===== src/rtl/timer_pkg.sv =====
// Shared types and constants for the BCD countdown timer and its digit cells.
package timer_pkg;

    typedef enum logic [1:0] {
        ST_IDLE  = 2'd0,
        ST_RUN   = 2'd1,
        ST_PAUSE = 2'd2,
        ST_DONE  = 2'd3
    } state_t;

    typedef logic [3:0] bcd_t;

    localparam bcd_t BCD_MAX          = 4'd9;
    localparam int   TICK_DIV_DEFAULT = 5_000_000;

    // Non-BCD codes (A..F) collapse to the largest legal digit.
    function automatic bcd_t clamp_bcd(input bcd_t v);
        return (v > BCD_MAX) ? BCD_MAX : v;
    endfunction

endpackage


===== src/rtl/bcd_down_digit.sv =====
// One BCD digit that counts down, wrapping 0 -> 9 and signalling a borrow to the next digit.
module bcd_down_digit
    import timer_pkg::*;
(
    input  logic Clk,
    input  logic nReset,
    input  logic load,
    input  bcd_t load_value,
    input  logic dec_en,
    output bcd_t digit,
    output logic borrow
);

    bcd_t digit_reg;

    always_ff @(posedge Clk or negedge nReset) begin
        if (!nReset) begin
            digit_reg <= '0;
        end else if (load) begin
            digit_reg <= load_value;
        end else if (dec_en) begin
            digit_reg <= (digit_reg == 4'd0) ? BCD_MAX : digit_reg - 4'd1;
        end
    end

    assign digit  = digit_reg;
    assign borrow = dec_en && (digit_reg == 4'd0);

endmodule


===== src/rtl/countdown_timer.sv =====
// Three-digit BCD countdown timer (tens, ones, tenths) with start/pause/resume and Done.
module countdown_timer
    import timer_pkg::*;
#(
    parameter int TICK_DIV = TICK_DIV_DEFAULT
) (
    input  logic       Clk,
    input  logic       nReset,
    input  logic       Load,
    input  logic       Start,
    input  logic [3:0] P2,
    input  logic [3:0] P1,
    input  logic [3:0] P0,
    output logic [3:0] D2,
    output logic [3:0] D1,
    output logic [3:0] D0,
    output logic       Running,
    output logic       Done
);

    localparam int               PW       = (TICK_DIV > 2) ? $clog2(TICK_DIV) : 1;
    localparam logic [PW-1:0]    PSC_LAST = PW'(TICK_DIV - 1);

    state_t        state_reg;
    state_t        state_next;
    logic [PW-1:0] psc_reg;

    bcd_t preset [3];
    bcd_t digit  [3];
    logic borrow [3];
    logic dec_en [3];
    logic unused_borrow;

    logic tick;
    logic dec;
    logic count_zero;
    logic count_one;

    assign preset[0] = clamp_bcd(P0);
    assign preset[1] = clamp_bcd(P1);
    assign preset[2] = clamp_bcd(P2);

    // Start has priority over a coincident tick, and Load over both.
    assign tick = (state_reg == ST_RUN) && (psc_reg == PSC_LAST);
    assign dec  = tick && !Start && !Load;

    assign count_zero = (digit[2] == 4'd0) && (digit[1] == 4'd0) && (digit[0] == 4'd0);
    assign count_one  = (digit[2] == 4'd0) && (digit[1] == 4'd0) && (digit[0] == 4'd1);

    generate
        for (genvar gi = 0; gi < 3; gi++) begin : g_digit
            if (gi == 0) begin : g_lsd
                assign dec_en[gi] = dec;
            end else begin : g_chain
                assign dec_en[gi] = borrow[gi-1];
            end

            bcd_down_digit u_digit (
                .Clk        (Clk),
                .nReset     (nReset),
                .load       (Load),
                .load_value (preset[gi]),
                .dec_en     (dec_en[gi]),
                .digit      (digit[gi]),
                .borrow     (borrow[gi])
            );
        end
    endgenerate

    // 000 is caught before the tens digit could ever borrow.
    assign unused_borrow = borrow[2];

    always_ff @(posedge Clk or negedge nReset) begin
        if (!nReset) begin
            psc_reg <= '0;
        end else if (Load || state_reg == ST_IDLE) begin
            psc_reg <= '0;
        end else if (state_reg == ST_RUN && !Start) begin
            psc_reg <= tick ? '0 : psc_reg + 1'b1;
        end
    end

    always_ff @(posedge Clk or negedge nReset) begin
        if (!nReset) begin
            state_reg <= ST_IDLE;
        end else begin
            state_reg <= state_next;
        end
    end

    always_comb begin
        state_next = state_reg;
        if (Load) begin
            state_next = ST_IDLE;
        end else begin
            unique case (state_reg)
                ST_IDLE:  if (Start && !count_zero) state_next = ST_RUN;
                ST_RUN: begin
                    if (Start)                  state_next = ST_PAUSE;
                    else if (tick && count_one) state_next = ST_DONE;
                end
                ST_PAUSE: if (Start) state_next = ST_RUN;
                ST_DONE:  if (Start) state_next = ST_IDLE;
                default:  state_next = ST_IDLE;
            endcase
        end
    end

    always_comb begin
        Running = (state_reg == ST_RUN);
        Done    = (state_reg == ST_DONE);
    end

    assign D2 = digit[2];
    assign D1 = digit[1];
    assign D0 = digit[0];

endmodule


===== config.mk =====
export PLATFORM = sky130hd
export DESIGN_NAME = countdown_timer
export DESIGN_NICKNAME = d
export VERILOG_FILES = /design/src/rtl/timer_pkg.sv /design/src/rtl/bcd_down_digit.sv /design/src/rtl/countdown_timer.sv
export SDC_FILE = /design/constraint.sdc
export NUM_CORES = 1
export LEC_CHECK = 0
export BUFFER_PORTS_ARGS = -buffer_cell sky130_fd_sc_hd__buf_2
export CORE_ASPECT_RATIO = 0.5
export CORE_UTILIZATION = 58
export CTS_CLUSTER_SIZE = 20
export DETAILED_ROUTE_END_ITERATION = 10
export GPL_TIMING_DRIVEN = 0
export PLACE_DENSITY = 0.8
export SYNTH_ARGS = -nofsm -noshare
export SYNTH_HDL_FRONTEND = slang
export SYNTH_HIERARCHICAL = 1
export SYNTH_SLANG_ARGS = --single-unit
export TNS_END_PERCENT = 50

===== constraint.sdc =====
create_clock -name Clk -period 3.3 [get_ports Clk]
set_input_delay 0.165 -clock Clk [delete_from_list [all_inputs] [get_ports Clk]]
set_output_delay 0.165 -clock Clk [all_outputs]
set_load 0.02 [all_outputs]

* After elaboration in Yosys (flattened, before gate mapping)
Cells that the tools add are included.
Storage, ports and cells: bits in registers 37, output and inout port bits 14, input port bits 16
Cells by class: $add $sub $neg 4, magnitude comparators 3, equal/unequal tests 9, reduce and logical (&&, ||, !) cells 24, mux-type cells 22
Operators by type and width (count):
- 2-to-1 mux 23 bit | 3
- 2-to-1 mux 4 bit | 12
- adder 23 x 1 -> 23 bit (second input constant) | 1
- equality test 23 bit (second input constant) | 1
- > comparator 4 bit (second input constant) | 3
- zero test 4 bit | 3
- 2-to-1 mux 2 bit | 6
- subtractor 4 x 1 -> 4 bit (second input constant) | 3
- logical AND 1 bit | 11
- one-hot mux 2 bit (4 select lines) | 1
- nonzero test 2 bit | 4
- != test 3 bit (second input constant) | 2
- equality test 2 bit (second input constant) | 2
- equality test 4 x 1 -> 1 bit (second input constant) | 1
- != test 4 x 3 -> 1 bit (second input constant) | 1
- AND reduction 4 bit | 1
- zero test 1 bit | 3
- != test 3 x 2 -> 1 bit (second input constant) | 1
- equality test 2 x 1 -> 1 bit (second input constant) | 1
- zero test 2 bit | 1
- logical OR 1 bit | 1

* Logic depth before layout (Yosys ltp)
Gate-level depths: netlist of the first run.
word-level depth 8, mapped depth 12

* By module
Netlist of the first run, hierarchy kept.
By module, submodules not included:
- countdown_timer | cells an instance 218, area an instance 1746.7 um2, seq. area each 625.6 um2, instances 1
- bcd_down_digit | cells an instance 22, area an instance 231.5 um2, seq. area each 100.1 um2, instances 3

* Worst setup path before layout of the first run
OpenSTA, ideal clock, no wires.
kind register to register, start point reg psc_reg[0], end point reg g_digit[2].u_digit.digit_reg[2], clock period less this slack 2889 ps, slack 411 ps, stages on the path, launching flop included 13, data arrival time 2763 ps, path through dfrtp_1 ha_1 nand4_1 nor2b_1 nand4_1 nor2_1 nor4b_4 nor2b_1 nor4b_4 nor2b_1 nor3b_2 mux2i_1 o21ai_0
RTL lines:
- from (decl) | RTL line countdown_timer.sv:26 | logic [PW-1:0] psc_reg;
- from (signal assigned) | RTL line countdown_timer.sv:79 | psc_reg <= tick ? '0 : psc_reg + 1'b1;
- to (signal assigned) | RTL line bcd_down_digit.sv:20 | digit_reg <= load_value;
- to (signal assigned) | RTL line bcd_down_digit.sv:22 | digit_reg <= (digit_reg == 4'd0) ? BCD_MAX : digit_reg - 4'd1;
- to (decl) | RTL line bcd_down_digit.sv:14 | bcd_t digit_reg;

==> results.tsv, run 1 <==
stage	metric	value	unit
clock_network	clk_lat worst skew	290	ps
placed_design	dpl ws	-187.4	ps
sta	Final Hold Viols	37	
critical_path	FF-to-FF path depth	11	
clock_network	H-tree levels	2	
detailed_routing	WL/cell	15.81	µm
detailed_routing	Via density	6.163	
pwr	Power Total	1.048	mW
global_routing	largest net degree at the start of global routing	38	
logic_synthesis	Post-Syn Nets	300	
clock_network	CTS Buf Count	5	
pwr	combinational share of power	12.9	%
critical_path	WP data required	3460	ps
pwr	Psw	0.2843	mW
detailed_routing	DR pass1 iterations	5	
detailed_routing	Post-Route WL	5927	µm
die	placement row count	16	
pwr	leakage power	1.028	nW
layout	max reg flops	23	
layout	ANT cells	0	
detailed_routing	# DRC	0	
logic_synthesis	Mapped Area	2435	µm²
logic_synthesis	synthesized area per cell	8.604	µm²
die	Starting Density	61.43	%
pwr	switching part of the total power	27.13	%
sta	Tightest Pin Transition	822.2	ps
detailed_routing	vias post-DR	2311	
placed_design	DP Wirelength	4061	µm
clock_network	CTS Buffer Depth	2	
sta	f_max	0.3198	GHz
critical_path	CP endpoint kind	register	
placed_design	GPL Wtd Cong	0.8605	
sta	Final Skew	8.584	ps
sta	period utilization	94.75	%
layout	most common cell after layout, fill and taps aside	nand2_1	
clock_network	Root Buffer	clkbuf_8	
clock_network	CTS tree	built	
detailed_routing	Detail Route Antenna Nets	0	
global_routing	initial antenna violation count	0	
pwr	Power Density	374.1	nW/µm²
die	Die Area	4477	µm²
worst_hold_path	class of the worst hold path	primary input to async pin	
critical_path	Worst EP arrival	3290	ps
sta	setup TNS	0	ps
critical_path	CP Class	register to register	
placed_design	Port Buffers	29	
global_routing	GRT overflow	0	
clock_network	clk slew on worst S/H paths	80	ps
layout	FILL cells	325	
critical_path	worst-path fanout max	7	
flow_run	Max Cap Violations	0	
sta	PnR worst setup slack	173.4	ps
sta	final slew viol count	0	
global_routing	gr usage total	27.72	%
die	Core Footprint	3964	µm²
pwr	Pint	0.7633	mW
pwr	Seq pwr share	47.8	%
sta	min cycle time layout	3127	ps
logic_synthesis	Synth Warn #	6	
critical_path	critical path startpoint category	register	
pwr	Clock power frac	39.3	%
outcome	violated checks	hold timing	
global_routing	global-route wire length before repair	9259	µm
pwr	VDD IR max	0.0002450	V
outcome	status	finished with violations	
layout	Nets	337	
die	die width	93.63	µm
die	Ports	30	
sta	Slew headroom	45.19	%
layout	fraction of layout cells with a size suffix above 1	17.76	%
sta	final setup fails	0	
detailed_routing	First DRT Iteration DRCs	147	
layout	post-layout util	70.64	%
layout	most frequent cells in the layout	nand2_1, dfrtp_1, buf_2	
layout	Synth-to-Final Area Change	15.01	%
logic_synthesis	synthesized netlist cell count	283	
die	Die Ht	47.82	µm
clock_network	clock sink total	37	
sta	Fin Hold WS	-35.91	ps
global_routing	vias in the first global route	1943	
==> critical path: stages (launching register included) <==
cell	delay (ps)
dfrtp_1	450
nand4b_1	210
nor4_2	320
nand4_1	220
nor2_2	230
nor4b_4	280
nor2b_4	240
nor4b_4	270
nor2b_4	240
nor3b_2	230
mux2i_1	210
o21ai_0	90
==> metal layers <==
metal / GRT usage (%) / part of all wire, % / vias to the layer above / wire (µm)
li1: - / - / 1119 / -
met1: 36.30 / 46 / 1102 / 2718
met2: 46.32 / 47 / 83 / 2813
met3: 7.143 / 6.0 / 7 / 355
met4: 9.846 / 0.67 / 0 / 40
met5: 0 / 0 / - / 0
==> final timing paths <==
| kind | start | end | slack (ps) |
|---|---|---|---|
| worst max-delay path | psc_reg[17]$_DFFE_PN0P_ | g_digit[2].u_digit/digit[2]$_DFFE_PN0P_ | 170 |
| worst min-delay path | nReset | psc_reg[11]$_DFFE_PN0P_ | -40 |
| worst max register to register | psc_reg[17]$_DFFE_PN0P_ | g_digit[2].u_digit/digit[2]$_DFFE_PN0P_ | 170 |
| worst min register to register | psc_reg[22]$_DFFE_PN0P_ | psc_reg[22]$_DFFE_PN0P_ | 570 |
| max in group asynchronous | nReset | psc_reg[0]$_DFFE_PN0P_ | 2770 |
| min in group Clk | P2[3] | g_digit[2].u_digit/digit[2]$_DFFE_PN0P_ | 170 |
==> cell type report <==
class	count	area [µm²]	share of cell area (%)
buffer	13	52.55	1.877
clock buffer	7	86.33	3.083
clock inverter	1	30.03	1.072
inverter	2	7.507	0.2681
multi-input combinational	230	1469	52.46
sequential	37	927.1	33.11
tap	54	67.56	2.413
timing repair buffer	31	160.2	5.719
==> power by group through the flow <==
| stage | logic [mW] | registers (mW) | clock network (mW) |
|---|---|---|---|
| 3_5_place_dp | 0.134 | 0.508 | 0 |
| 3_3_place_gp | 0.130 | 0.506 | 0 |
| 4_1_cts | 0.135 | 0.499 | 0.418 |
| 5_1_grt | 0.149 | 0.503 | 0.437 |
| 2_1_floorplan | 0.0628 | 0.518 | 0 |
| 6_report | 0.135 | 0.501 | 0.412 |
==> stage by stage <==
stage	instance area (µm²)	instances
2_1_floorplan	2435	283
3_3_place_gp	2648	366
3_5_place_dp	2648	366
4_1_cts	2771	374
5_1_grt	2800	375
6_report	2800	375
==> repair_timing <==
item | CTS | global route
setup buffers | 0 | 2
hold buffers | 0 | 0
gates resized for setup | 3 | 4
setup endpoints to repair | 3 | 3
pin swaps | 0 | 1
Power figures use the tool's default switching activity.
==> run 2: changes to the inputs <==
--- a/config.mk
+++ b/config.mk
@@ -11,7 +11,7 @@
 export CTS_CLUSTER_SIZE = 20
 export DETAILED_ROUTE_END_ITERATION = 10
 export GPL_TIMING_DRIVEN = 0
-export PLACE_DENSITY = 0.8
+export PLACE_DENSITY = 0.91
 export SYNTH_ARGS = -nofsm -noshare
 export SYNTH_HDL_FRONTEND = slang
 export SYNTH_HIERARCHICAL = 1
==> run 2 against run 1 <==
Against the previous run: the flow still finishes with violations (hold timing); hold slack better by 9.6 ps; power rose by 0.62%; sequential power about the same; die area unchanged; setup slack improved by 26 ps; core utilization increased by 0.095 points; sequential share of layout area fell by 0.089 points; clock power about the same.
==> results.tsv, run 2 (same netlist as run 1, synthesis figures left out) <==
stage	metric	value	unit
outcome	status	finished with violations	
outcome	violated checks	hold timing	
sta	final setup fails	0	
global_routing	largest net degree at the start of global routing	38	
critical_path	Worst EP arrival	3260	ps
layout	ANT cells	0	
clock_network	clk_lat worst skew	290	ps
global_routing	vias in the first global route	1955	
clock_network	clk slew on worst S/H paths	80	ps
pwr	VDD IR max	0.0002281	V
pwr	leakage power	1.035	nW
sta	period utilization	93.95	%
critical_path	critical path startpoint category	register	
die	Die Area	4477	µm²
critical_path	WP data required	3460	ps
pwr	Power Density	375.9	nW/µm²
detailed_routing	Post-Route WL	6043	µm
layout	post-layout util	70.74	%
global_routing	initial antenna violation count	0	
worst_hold_path	class of the worst hold path	primary input to async pin	
sta	min cycle time layout	3100	ps
die	Ports	30	
global_routing	global-route wire length before repair	9190	µm
detailed_routing	First DRT Iteration DRCs	130	
sta	Fin Hold WS	-26.35	ps
critical_path	CP Class	register to register	
die	die width	93.63	µm
critical_path	worst-path fanout max	6	
flow_run	Max Cap Violations	0	
detailed_routing	DR pass1 iterations	4	
layout	post-layout instance area	2804	µm²
die	Core Footprint	3964	µm²
sta	PnR worst setup slack	199.6	ps
layout	most frequent cells in the layout	nand2_1, dfrtp_1, buf_2	
clock_network	cts-stage hold buffer count	0	
layout	max reg flops	23	
layout	most common cell after layout, fill and taps aside	nand2_1	
global_routing	GRT overflow	0	
layout	fraction of layout cells with a size suffix above 1	17.34	%
layout	Synth-to-Final Area Change	15.16	%
detailed_routing	Detail Route Antenna Nets	0	
critical_path	CP max stage cell	dfrtp_1	
pwr	Power Total	1.054	mW
critical_path	buffer and inverter count on the worst path	0	
sta	Slew headroom	43.76	%
clock_network	Root Buffer	clkbuf_8	
critical_path	max incr delay on CP	440	ps
placed_design	GPL Wtd Cong	0.8871	
global_routing	gr usage total	27.63	%
sta	Final Skew	4.997	ps
sta	final slew viol count	0	
detailed_routing	vias post-DR	2333	
layout	area occupied by registers	925.9	µm²
die	Die Ht	47.82	µm
clock_network	CTS Buf Count	5	
clock_network	CTS tree	built	
clock_network	clock sink total	37	
placed_design	Cell Area, Placed	2648	µm²
detailed_routing	Via density	6.188	
placed_design	dpl ws	-216.5	ps
layout	area of the multi-input gates	1463	µm²
die	Starting Density	61.43	%
placed_design	Port Buffers	29	
detailed_routing	WL/cell	16.03	µm
layout	FILL cells	283	
critical_path	CP cell instances	ha_1, nand4_1, nor2b_1, nand4_1, nor2_2, nor4b_4, nor2b_4, nor4b_4, nor2b_4, nor3b_2, mux2i_1, o21ai_0	
critical_path	r2r setup slk	200	ps
critical_path	Crit Reg-Reg Startpoint	psc_reg[0]$_DFFE_PN0P_	
placed_design	DP Wirelength	4054	µm
critical_path	Worst R2R End	g_digit[2].u_digit/digit[2]$_DFFE_PN0P_	
die	placement row count	16	
sta	f_max	0.3225	GHz
layout	Nets	339	
detailed_routing	# DRC	0	
critical_path	Top delay family on crit path	simple AND/OR/NAND/NOR gates	
critical_path	CP endpoint kind	register	
sta	Final Hold Viols	37	
clock_network	CTS Buffer Depth	2	
sta	Tightest Pin Transition	843.6	ps
critical_path	FF-to-FF path depth	12	
clock_network	H-tree levels	2	
==> run 2: worst max-delay path by stage <==
stage / slack, ps / start / end / cells after the start
3_3_place_gp: -40 / psc_reg[0]$_DFFE_PN0P_ / g_digit[2].u_digit/digit[2]$_DFFE_PN0P_ / 12
6_report: 200 / psc_reg[0]$_DFFE_PN0P_ / g_digit[2].u_digit/digit[2]$_DFFE_PN0P_ / 12
2_1_floorplan: 410 / psc_reg[0]$_DFFE_PN0P_ / g_digit[2].u_digit/digit[2]$_DFFE_PN0P_ / 12
5_1_grt: -10 / psc_reg[0]$_DFFE_PN0P_ / g_digit[2].u_digit/digit[2]$_DFFE_PN0P_ / 12
3_5_place_dp: -220 / psc_reg[0]$_DFFE_PN0P_ / g_digit[2].u_digit/digit[2]$_DFFE_PN0P_ / 12
4_1_cts: 40 / psc_reg[0]$_DFFE_PN0P_ / g_digit[2].u_digit/digit[2]$_DFFE_PN0P_ / 12
==> run 2: cell type report <==
| cell class | count | area share [%] |
|---|---|---|
| clock buffer | 7 | 3.079 |
| clock inverter | 1 | 1.071 |
| timing repair buffer | 32 | 5.979 |
| multi-input combinational | 230 | 52.16 |
| tap | 54 | 2.410 |
| sequential | 37 | 33.02 |
| buffer | 14 | 2.008 |
| inverter | 2 | 0.2677 |
==> run 2: worst reg2reg max path: cells and delay by family (launching register included) <==
kind	cells	cell delay (ps)
AO/OA/AOI/OAI	1	80
adder cells (fa/ha/maj)	1	230
flip-flops	1	440
multiplexers	1	200
AND/OR/NAND/NOR	9	2010
==> run 2: stage by stage <==
step           setup TNS (ps)  cells
2_1_floorplan               0    283
3_3_place_gp           -40.94    366
3_5_place_dp           -487.7    366
4_1_cts                     0    374
5_1_grt                -13.40    377
6_report                    0    377
==> run 2: timing repair <==
| item | CTS | global route |
|---|---|---|
| buffers inserted | 0 | 3 |
| pin swaps | 0 | 1 |
| gates resized for setup | 4 | 1 |
| setup endpoints to repair | 3 | 3 |
==> run 2: layer usage <==
layer	share of wire, %	GRT usage [%]	up-vias	wire (µm)
li1	-	-	1116	-
met1	44	34.58	1092	2663
met2	49	48.38	107	2939
met3	5.2	6.667	18	317
met4	2.0	11.38	0	122
met5	0	0	-	0
==> run 2: report_power, final <==
group          internal (mW)  switching, mW  total [mW]
Sequential             0.468         0.0328       0.501
Combinational         0.0489         0.0892       0.138
Clock                  0.247          0.169       0.415
